==> src/rtl/mips_ctrl_pkg.sv <==
// Shared definitions for the multicycle control unit: opcode map, ALU operation
// codes, datapath select encodings and the state encodings exposed on StateOut.
package mips_ctrl_pkg;

  localparam int OP_W     = 6;
  localparam int CLASS_HI = 5;
  localparam int CLASS_LO = 4;

  localparam logic [1:0] CLASS_R = 2'b00;
  localparam logic [1:0] CLASS_I = 2'b01;

  localparam logic [OP_W-1:0] OP_LW   = 6'b100000;
  localparam logic [OP_W-1:0] OP_SW   = 6'b100001;
  localparam logic [OP_W-1:0] OP_BZ   = 6'b100010;
  localparam logic [OP_W-1:0] OP_BNZ  = 6'b100011;
  localparam logic [OP_W-1:0] OP_J    = 6'b100100;
  localparam logic [OP_W-1:0] OP_NOP  = 6'b110000;
  localparam logic [OP_W-1:0] OP_HALT = 6'b111111;

  // ALU operation set shared with the datapath ALU
  localparam logic [3:0] ALU_ADD = 4'b0000;
  localparam logic [3:0] ALU_SUB = 4'b0001;
  localparam logic [3:0] ALU_AND = 4'b0010;
  localparam logic [3:0] ALU_OR  = 4'b0011;
  localparam logic [3:0] ALU_XOR = 4'b0100;
  localparam logic [3:0] ALU_NOR = 4'b0101;
  localparam logic [3:0] ALU_SLT = 4'b0110;
  localparam logic [3:0] ALU_SLL = 4'b0111;
  localparam logic [3:0] ALU_SRL = 4'b1000;
  localparam logic [3:0] ALU_SRA = 4'b1001;

  localparam logic [1:0] PCSRC_ALU    = 2'b00;
  localparam logic [1:0] PCSRC_ALUREG = 2'b01;
  localparam logic [1:0] PCSRC_JUMP   = 2'b10;

  localparam logic [1:0] SRCB_REG = 2'b00;
  localparam logic [1:0] SRCB_ONE = 2'b01;
  localparam logic [1:0] SRCB_IMM = 2'b10;

  typedef enum logic [3:0] {
    ST_FETCH    = 4'd0,
    ST_DECODE   = 4'd1,
    ST_EXEC_R   = 4'd2,
    ST_EXEC_I   = 4'd3,
    ST_ALU_WB   = 4'd4,
    ST_MEM_RD   = 4'd5,
    ST_MEM_WAIT = 4'd6,
    ST_MEM_WB   = 4'd7,
    ST_MEM_WR   = 4'd8,
    ST_BRANCH   = 4'd9,
    ST_JUMP     = 4'd10,
    ST_HALT     = 4'd11
  } state_e;

  // One-hot instruction class; all-zero means the opcode is undefined
  typedef struct packed {
    logic r_type;
    logic i_type;
    logic lw;
    logic sw;
    logic bz;
    logic bnz;
    logic jmp;
    logic nop;
    logic halt;
  } op_class_t;

endpackage

==> src/rtl/ctrl_opdecode.sv <==
// Combinational opcode decode: one-hot instruction class, the ALU operation
// that class implies, and the undefined-opcode flag.
module ctrl_opdecode
  import mips_ctrl_pkg::*;
(
  input  logic [OP_W-1:0] opcode,
  output op_class_t       op_class,
  output logic [3:0]      alu_op,
  output logic            illegal
);

  always_comb begin
    // NOTE: defaulting every output before the case keeps this block free of latches.
    op_class = '0;
    case (opcode[CLASS_HI:CLASS_LO])
      CLASS_R: op_class.r_type = 1'b1;
      CLASS_I: op_class.i_type = 1'b1;
      default: begin
        case (opcode)
          OP_LW:   op_class.lw   = 1'b1;
          OP_SW:   op_class.sw   = 1'b1;
          OP_BZ:   op_class.bz   = 1'b1;
          OP_BNZ:  op_class.bnz  = 1'b1;
          OP_J:    op_class.jmp  = 1'b1;
          OP_NOP:  op_class.nop  = 1'b1;
          OP_HALT: op_class.halt = 1'b1;
          default: ;
        endcase
      end
    endcase
  end

  assign illegal = (op_class == '0);
  assign alu_op  = (op_class.r_type || op_class.i_type) ? opcode[3:0] : ALU_ADD;

endmodule

==> src/rtl/multicycle_ctrl.sv <==
// Multicycle instruction-sequencing FSM and control-word decode for the 32-bit
// datapath. Define CTRL_MEM_WAIT_EN to insert MEM_WAIT for synchronous-read memory.
module multicycle_ctrl
  import mips_ctrl_pkg::*;
#(
  parameter bit ILLEGAL_HALTS = 1'b0
) (
  input  logic            Clk,
  input  logic            Reset,
  input  logic [OP_W-1:0] OpcodeIn,
  output logic            PCWrite,
  output logic [1:0]      Branch,
  output logic [1:0]      PCSrc,
  output logic            IRWrite,
  output logic            SN,
  output logic            ALUSrcA,
  output logic [1:0]      ALUSrcB,
  output logic [3:0]      ALUOp,
  output logic            RegWrite,
  output logic            RegSrc,
  output logic            MemWrite,
  output logic            Halted,
  output logic            IllegalOp,
  output logic [3:0]      StateOut
);

  state_e    state;
  op_class_t op_class;
  logic [3:0] dec_alu_op;
  logic       dec_illegal;

  ctrl_opdecode u_opdecode (
    .opcode   (OpcodeIn),
    .op_class (op_class),
    .alu_op   (dec_alu_op),
    .illegal  (dec_illegal)
  );

  // NOTE: state is sequential, so it is only ever assigned with <=.
  always_ff @(posedge Clk) begin
    if (Reset) begin
      state <= ST_FETCH;
    end else begin
      case (state)
        ST_FETCH:  state <= ST_DECODE;
        ST_DECODE: begin
          if (op_class.r_type)                  state <= ST_EXEC_R;
          else if (op_class.i_type)             state <= ST_EXEC_I;
          else if (op_class.lw)                 state <= ST_MEM_RD;
          else if (op_class.sw)                 state <= ST_MEM_WR;
          else if (op_class.bz || op_class.bnz) state <= ST_BRANCH;
          else if (op_class.jmp)                state <= ST_JUMP;
          else if (op_class.halt)               state <= ST_HALT;
          else if (op_class.nop)                state <= ST_FETCH;
          else                                  state <= ILLEGAL_HALTS ? ST_HALT : ST_FETCH;
        end
        ST_EXEC_R, ST_EXEC_I: state <= ST_ALU_WB;
`ifdef CTRL_MEM_WAIT_EN
        ST_MEM_RD:   state <= ST_MEM_WAIT;
        ST_MEM_WAIT: state <= ST_MEM_WB;
`else
        ST_MEM_RD:   state <= ST_MEM_WB;
`endif
        ST_HALT:   state <= ST_HALT;
        default:   state <= ST_FETCH;
      endcase
    end
  end

  // Outputs follow the state register and the (stable, post-fetch) opcode
  always_comb begin
    PCWrite   = 1'b0;
    Branch    = 2'b00;
    PCSrc     = PCSRC_ALU;
    IRWrite   = 1'b0;
    ALUSrcA   = 1'b0;
    ALUSrcB   = SRCB_REG;
    ALUOp     = ALU_ADD;
    RegWrite  = 1'b0;
    RegSrc    = 1'b0;
    MemWrite  = 1'b0;
    Halted    = 1'b0;
    IllegalOp = 1'b0;
    case (state)
      ST_FETCH: begin
        IRWrite = 1'b1;
        PCWrite = 1'b1;
        ALUSrcB = SRCB_ONE;
      end
      ST_DECODE: IllegalOp = dec_illegal;
      ST_EXEC_R: begin
        ALUSrcA = 1'b1;
        ALUOp   = dec_alu_op;
      end
      ST_EXEC_I: begin
        ALUSrcA = 1'b1;
        ALUSrcB = SRCB_IMM;
        ALUOp   = dec_alu_op;
      end
      ST_ALU_WB: RegWrite = 1'b1;
      ST_MEM_WB: begin
        RegWrite = 1'b1;
        RegSrc   = 1'b1;
      end
      ST_MEM_WR: MemWrite = 1'b1;
      ST_BRANCH: begin
        ALUSrcB = SRCB_IMM;
        Branch  = {op_class.bnz, op_class.bz};
      end
      ST_JUMP: begin
        PCWrite = 1'b1;
        PCSrc   = PCSRC_JUMP;
      end
      ST_HALT: Halted = 1'b1;
      default: ;
    endcase
    // Reset aborts the current instruction before any strobe reaches the datapath
    if (Reset) begin
      PCWrite   = 1'b0;
      IRWrite   = 1'b0;
      RegWrite  = 1'b0;
      MemWrite  = 1'b0;
      Branch    = 2'b00;
      Halted    = 1'b0;
      IllegalOp = 1'b0;
    end
  end

  assign SN       = (state != ST_FETCH) && (op_class.r_type || op_class.i_type);
  assign StateOut = state;

endmodule
==> config.mk <==
export PLATFORM = sky130hd
export DESIGN_NAME = multicycle_ctrl
export DESIGN_NICKNAME = d
export VERILOG_FILES = /design/src/rtl/mips_ctrl_pkg.sv /design/src/rtl/ctrl_opdecode.sv /design/src/rtl/multicycle_ctrl.sv
export SDC_FILE = /design/constraint.sdc
export NUM_CORES = 1
export LEC_CHECK = 0
export CORE_ASPECT_RATIO = 0.9
export CORE_MARGIN = 2
export CORE_UTILIZATION = 41
export CTS_CLUSTER_SIZE = 14
export DETAILED_ROUTE_END_ITERATION = 8
export GPL_ROUTABILITY_DRIVEN = 0
export PLACE_DENSITY = 0.83
export SETUP_SLACK_MARGIN = 0.4
export SYNTH_ARGS = -nofsm -noshare
export SYNTH_HDL_FRONTEND = slang
export SYNTH_HIERARCHICAL = 1
export SYNTH_SLANG_ARGS = --single-unit
==> constraint.sdc <==
create_clock -name Clk -period 3.7 [get_ports Clk]
set_input_delay 0.74 -clock Clk [delete_from_list [all_inputs] [get_ports Clk]]
set_output_delay 0.74 -clock Clk [all_outputs]
set_load 0.02 [all_outputs]
# Word-level counts from Yosys, hierarchy flattened
# Index checks and enable logic that the tools add are counted.
[totals] regBits=4 latch_bits=0 mem_bits_rw=0 mem_bits_ro=0 inputBits=8 output_inout_bits=23 elab_cells=69 mem_count=0
[op_classes] add_sub_neg=0 n_mul=0 div=0 magnitude_cmp=0 n_eq_ne=18 shifts=0 mux=38 bitwise_logic=0 reduce_logical=12
[ops] op="$eq 6x6->1 const B" n=7
[ops] op="$mux 4" n=9
[ops] op="$mux 1" n=23
[ops] op="$pmux 4 s5" n=1
[ops] op="$eq 4x4->1 const B" n=4
[ops] op="$eq 4x3->1 const B" n=3
[ops] op="$reduce_or 2->1" n=5
[ops] op="$logic_not 9->1" n=1
[ops] op="$eq 4x2->1 const B" n=2
[ops] op="$mux 7" n=1
[ops] op="$mux 2" n=3
[ops] op="$eq 4x1->1 const B" n=1
[ops] op="$logic_not 4->1" n=1
[ops] op="$pmux 2 s2" n=1
[ops] op="$reduce_bool 4->1" n=1
[ops] op="$eq 2x1->1 const B" n=1
[ops] op="$logic_not 2->1" n=1
[ops] op="$logic_or 1x1->1" n=2
[ops] op="$logic_and 1x1->1" n=1

# Depth between registers and ports, before layout
[logic_depth] depth_word=11 ltp_mapped=7 depth_no_buf=7

# By module
# Netlist, hierarchy kept.
[modules_own_cells] mod="multicycle_ctrl" n_inst=1 cells_per_inst=65 area_per_inst_um2=440.4 seq_area_each_um2=80.1
[modules_own_cells] mod="ctrl_opdecode" n_inst=1 cells_per_inst=24 area_per_inst_um2=160.2 seq_area_each_um2=0.0

# Worst setup path before layout
# No wires, ideal clock.
[synth_timing] path_kind="input to output" start="input port Reset" end="output port RegWrite" arrival_ns=1.670 t_required_ns=2.960 path_slack_ns=1.290 path_stages=2 n_path_buf=1 cell_sequence="clkbuf_1 -> nor4_1"
[synth_between] elab_chain_len=1
[synth_rtl] element="start, declared" line="multicycle_ctrl.sv:9" source="input logic Reset,"
[synth_rtl] element="$mux 1" line="multicycle_ctrl.sv:118" source="if (Reset) begin"
[synth_rtl] element="end, declared" line="multicycle_ctrl.sv:19" source="output logic RegWrite,"
# No other way between the ends.

==> flow_summary.toml <==
[pwr]
power_mw = 0.2130
powerDensity_nw_per_um2 = 238.8
vdd_ir_drop_max_mv = 0.1841
switching_share_pct = 37.51
clkPwrFrac_pct = 25.3
p_leak_nw = 0.3635
power_frac_comb_pct = 49.0
intPower_mw = 0.1331
switchingPower_mw = 0.07991
pwr-share-seq_pct = 25.7

[min_path]
hp-class = "reg -> reg"

[setup_path]
crit_start = "OpcodeIn[3]"
reg2reg_from = "StateOut[1]"
worstSetupEndpoint = "Branch[0]"
cp-end-kind = "output pin"
start_kind = "primary input"
critPathMaxFanout = 5
critical_path_class = "in -> out"
worstRegToRegCells = 4
reg2reg_to = "StateOut[0]"
required_ps = 2960
r2r_slack_ps = 2140
cp.arrival_ps = 2380

[cells_and_area]
area_growth_pct = 51.70
antenna_cells = 0
stdcell_area_um2 = 892.1
final_nets = 126
fill_cells = 111
drive_gt1_share_pct = 10.34
largest_register_ff_count = 4

[grt]
grt_start_max_net_pins = 12
grt_pass1_wl_um = 2566
grt-ovfl-total = 0
first_global_vias = 590
grt.total_usage_pct = 19.90
antenna_found_initial = 0

[synthesis]
synth_cells = 88
syn-num-nets = 96
yosysWarningCount = 6
netlist_area_um2 = 588.1
synth_area_per_cell_um2 = 6.683

[floorplan]
rows = 12
start_util_pct = 45.54
die_area_um2 = 1754
die_w_um = 43.92
ios = 31
die_h_um = 39.93
coreArea_um2 = 1291

[sta]
tightest_slew_ps = 560.8
finalCriticalPeriod_ps = 3123
grt_setup_unrepaired = "false"
finClkSkew_ps = 5.976
tns_ps = 0
drv_slew = 0
whs_ps = 638.3
slew_headroom_pct = 62.33
setup_viol = 0
hold_viol = 0
max_freq_ghz = 0.3202
setup_slack_ps = 576.6
finalCritPeriodShare_pct = 84.42

[cts]
cts_setup_buffers = 0
cts_buffers = 3
clkTransAtPathRegs_ps = 40
clock_latency_ps = 240
cts_hold_buffers = 0
clockRootBuffer = "clkbuf_4"
clock_path_buffers = 2
clock_sinks = 4
htreeDepth = 1
cts_tree = "done"

[route]
route.met2.wl_um = 669
wl_per_cell_um = 12.05
drt_iter0_markers = 23
drt-total-wl_um = 1566
wl_met1_um = 792
vias = 705
wl_met3_um = 103
vias_per_cell = 5.423
drc = 0
highest_layer = "met3"
antenna_left = 0
drt_first_pass_iters = 4

[place]
place_hpwl_um = 1260
pre_cts_ws_ps = 249.4
dpl_cell_area_um2 = 868.3
numPortBuffers = 29

[run_status]
outcome = "complete, no violations"

[flow_run]
cap_viol_max_count = 0
## power by group through the flow
stage                     Sequential, mW  Clock (mW)  Combinational, mW
after floorplan                   0.0563           0             0.0610
after global placement            0.0553           0              0.104
after detailed placement          0.0554           0              0.105
after CTS                         0.0546      0.0566              0.104
after global routing              0.0558      0.0599              0.114
final                             0.0547      0.0539              0.104
## through the flow
| stage | util (%) | std cells |
|---|---|---|
| after floorplan | - | 88 |
| after global placement | 67.25 | 127 |
| after detailed placement | 67.25 | 127 |
| after CTS | 68.70 | 130 |
| after global routing | 69.09 | 130 |
| final | 69.09 | 130 |
## worst min-delay path by stage
stage,slack (ps),startpoint,cells after the start,end
after global placement,650,StateOut[3],1,StateOut[2]
after CTS,650,StateOut[3],1,StateOut[2]
after global routing,680,StateOut[3],1,StateOut[2]
after detailed placement,650,StateOut[3],1,StateOut[2]
final,640,StateOut[3],1,StateOut[2]
after floorplan,680,StateOut[0],2,StateOut[1]
## critical path, stage by stage
cell             delay [ps]
clkdlybuf4s50_1         480
and2b_1                 260
nand2_2                  90
nor3b_2                 280
and3_1                  190
dlygate4sd2_1           330
## cells in the final DEF (no fill, tap or decap), drive strengths merged
master	n
and2	4
nor3	5
a21oi	5
o221a	1
inv	1
nand2	7
a211oi	1
nand2b	4
dlygate4sd2	3
a31oi	1
nor2b	7
or4b	1
and3	2
clkdlybuf4s50	25
nand3	2
or3	2
o31ai	2
a21o	1
dlymetal6s2s	1
conb	1
nor3b	6
clkbuf	3
a311oi	1
dfxtp	4
nor4	2
o21bai	1
nor2	18
and2b	4
xnor2	1
## final cells by class
type / count / area [um^2] / share of cell area (%)
inverters: 1 / 3.754 / 0.4208
multi-input cells: 79 / 479.2 / 53.72
well taps: 14 / 17.52 / 1.964
clock buffers: 3 / 22.52 / 2.525
flip-flops and latches: 4 / 80.08 / 8.976
repair buffers: 29 / 289.0 / 32.40
## repair_timing
| item | CTS | global route |
|---|---|---|
| pin swaps | 0 | 0 |
| endpoints found under the setup margin | 3 | 1 |
| gates resized for setup | 3 | 2 |
## layer usage
metal  vias up  global-route usage (%)
met5         -                       0
met4         0                   2.273
met3         0                   5.405
met2        30                   31.62
met1       312                   27.81
li1        363                       -
Note: power is estimated with default switching activity, not from simulation.
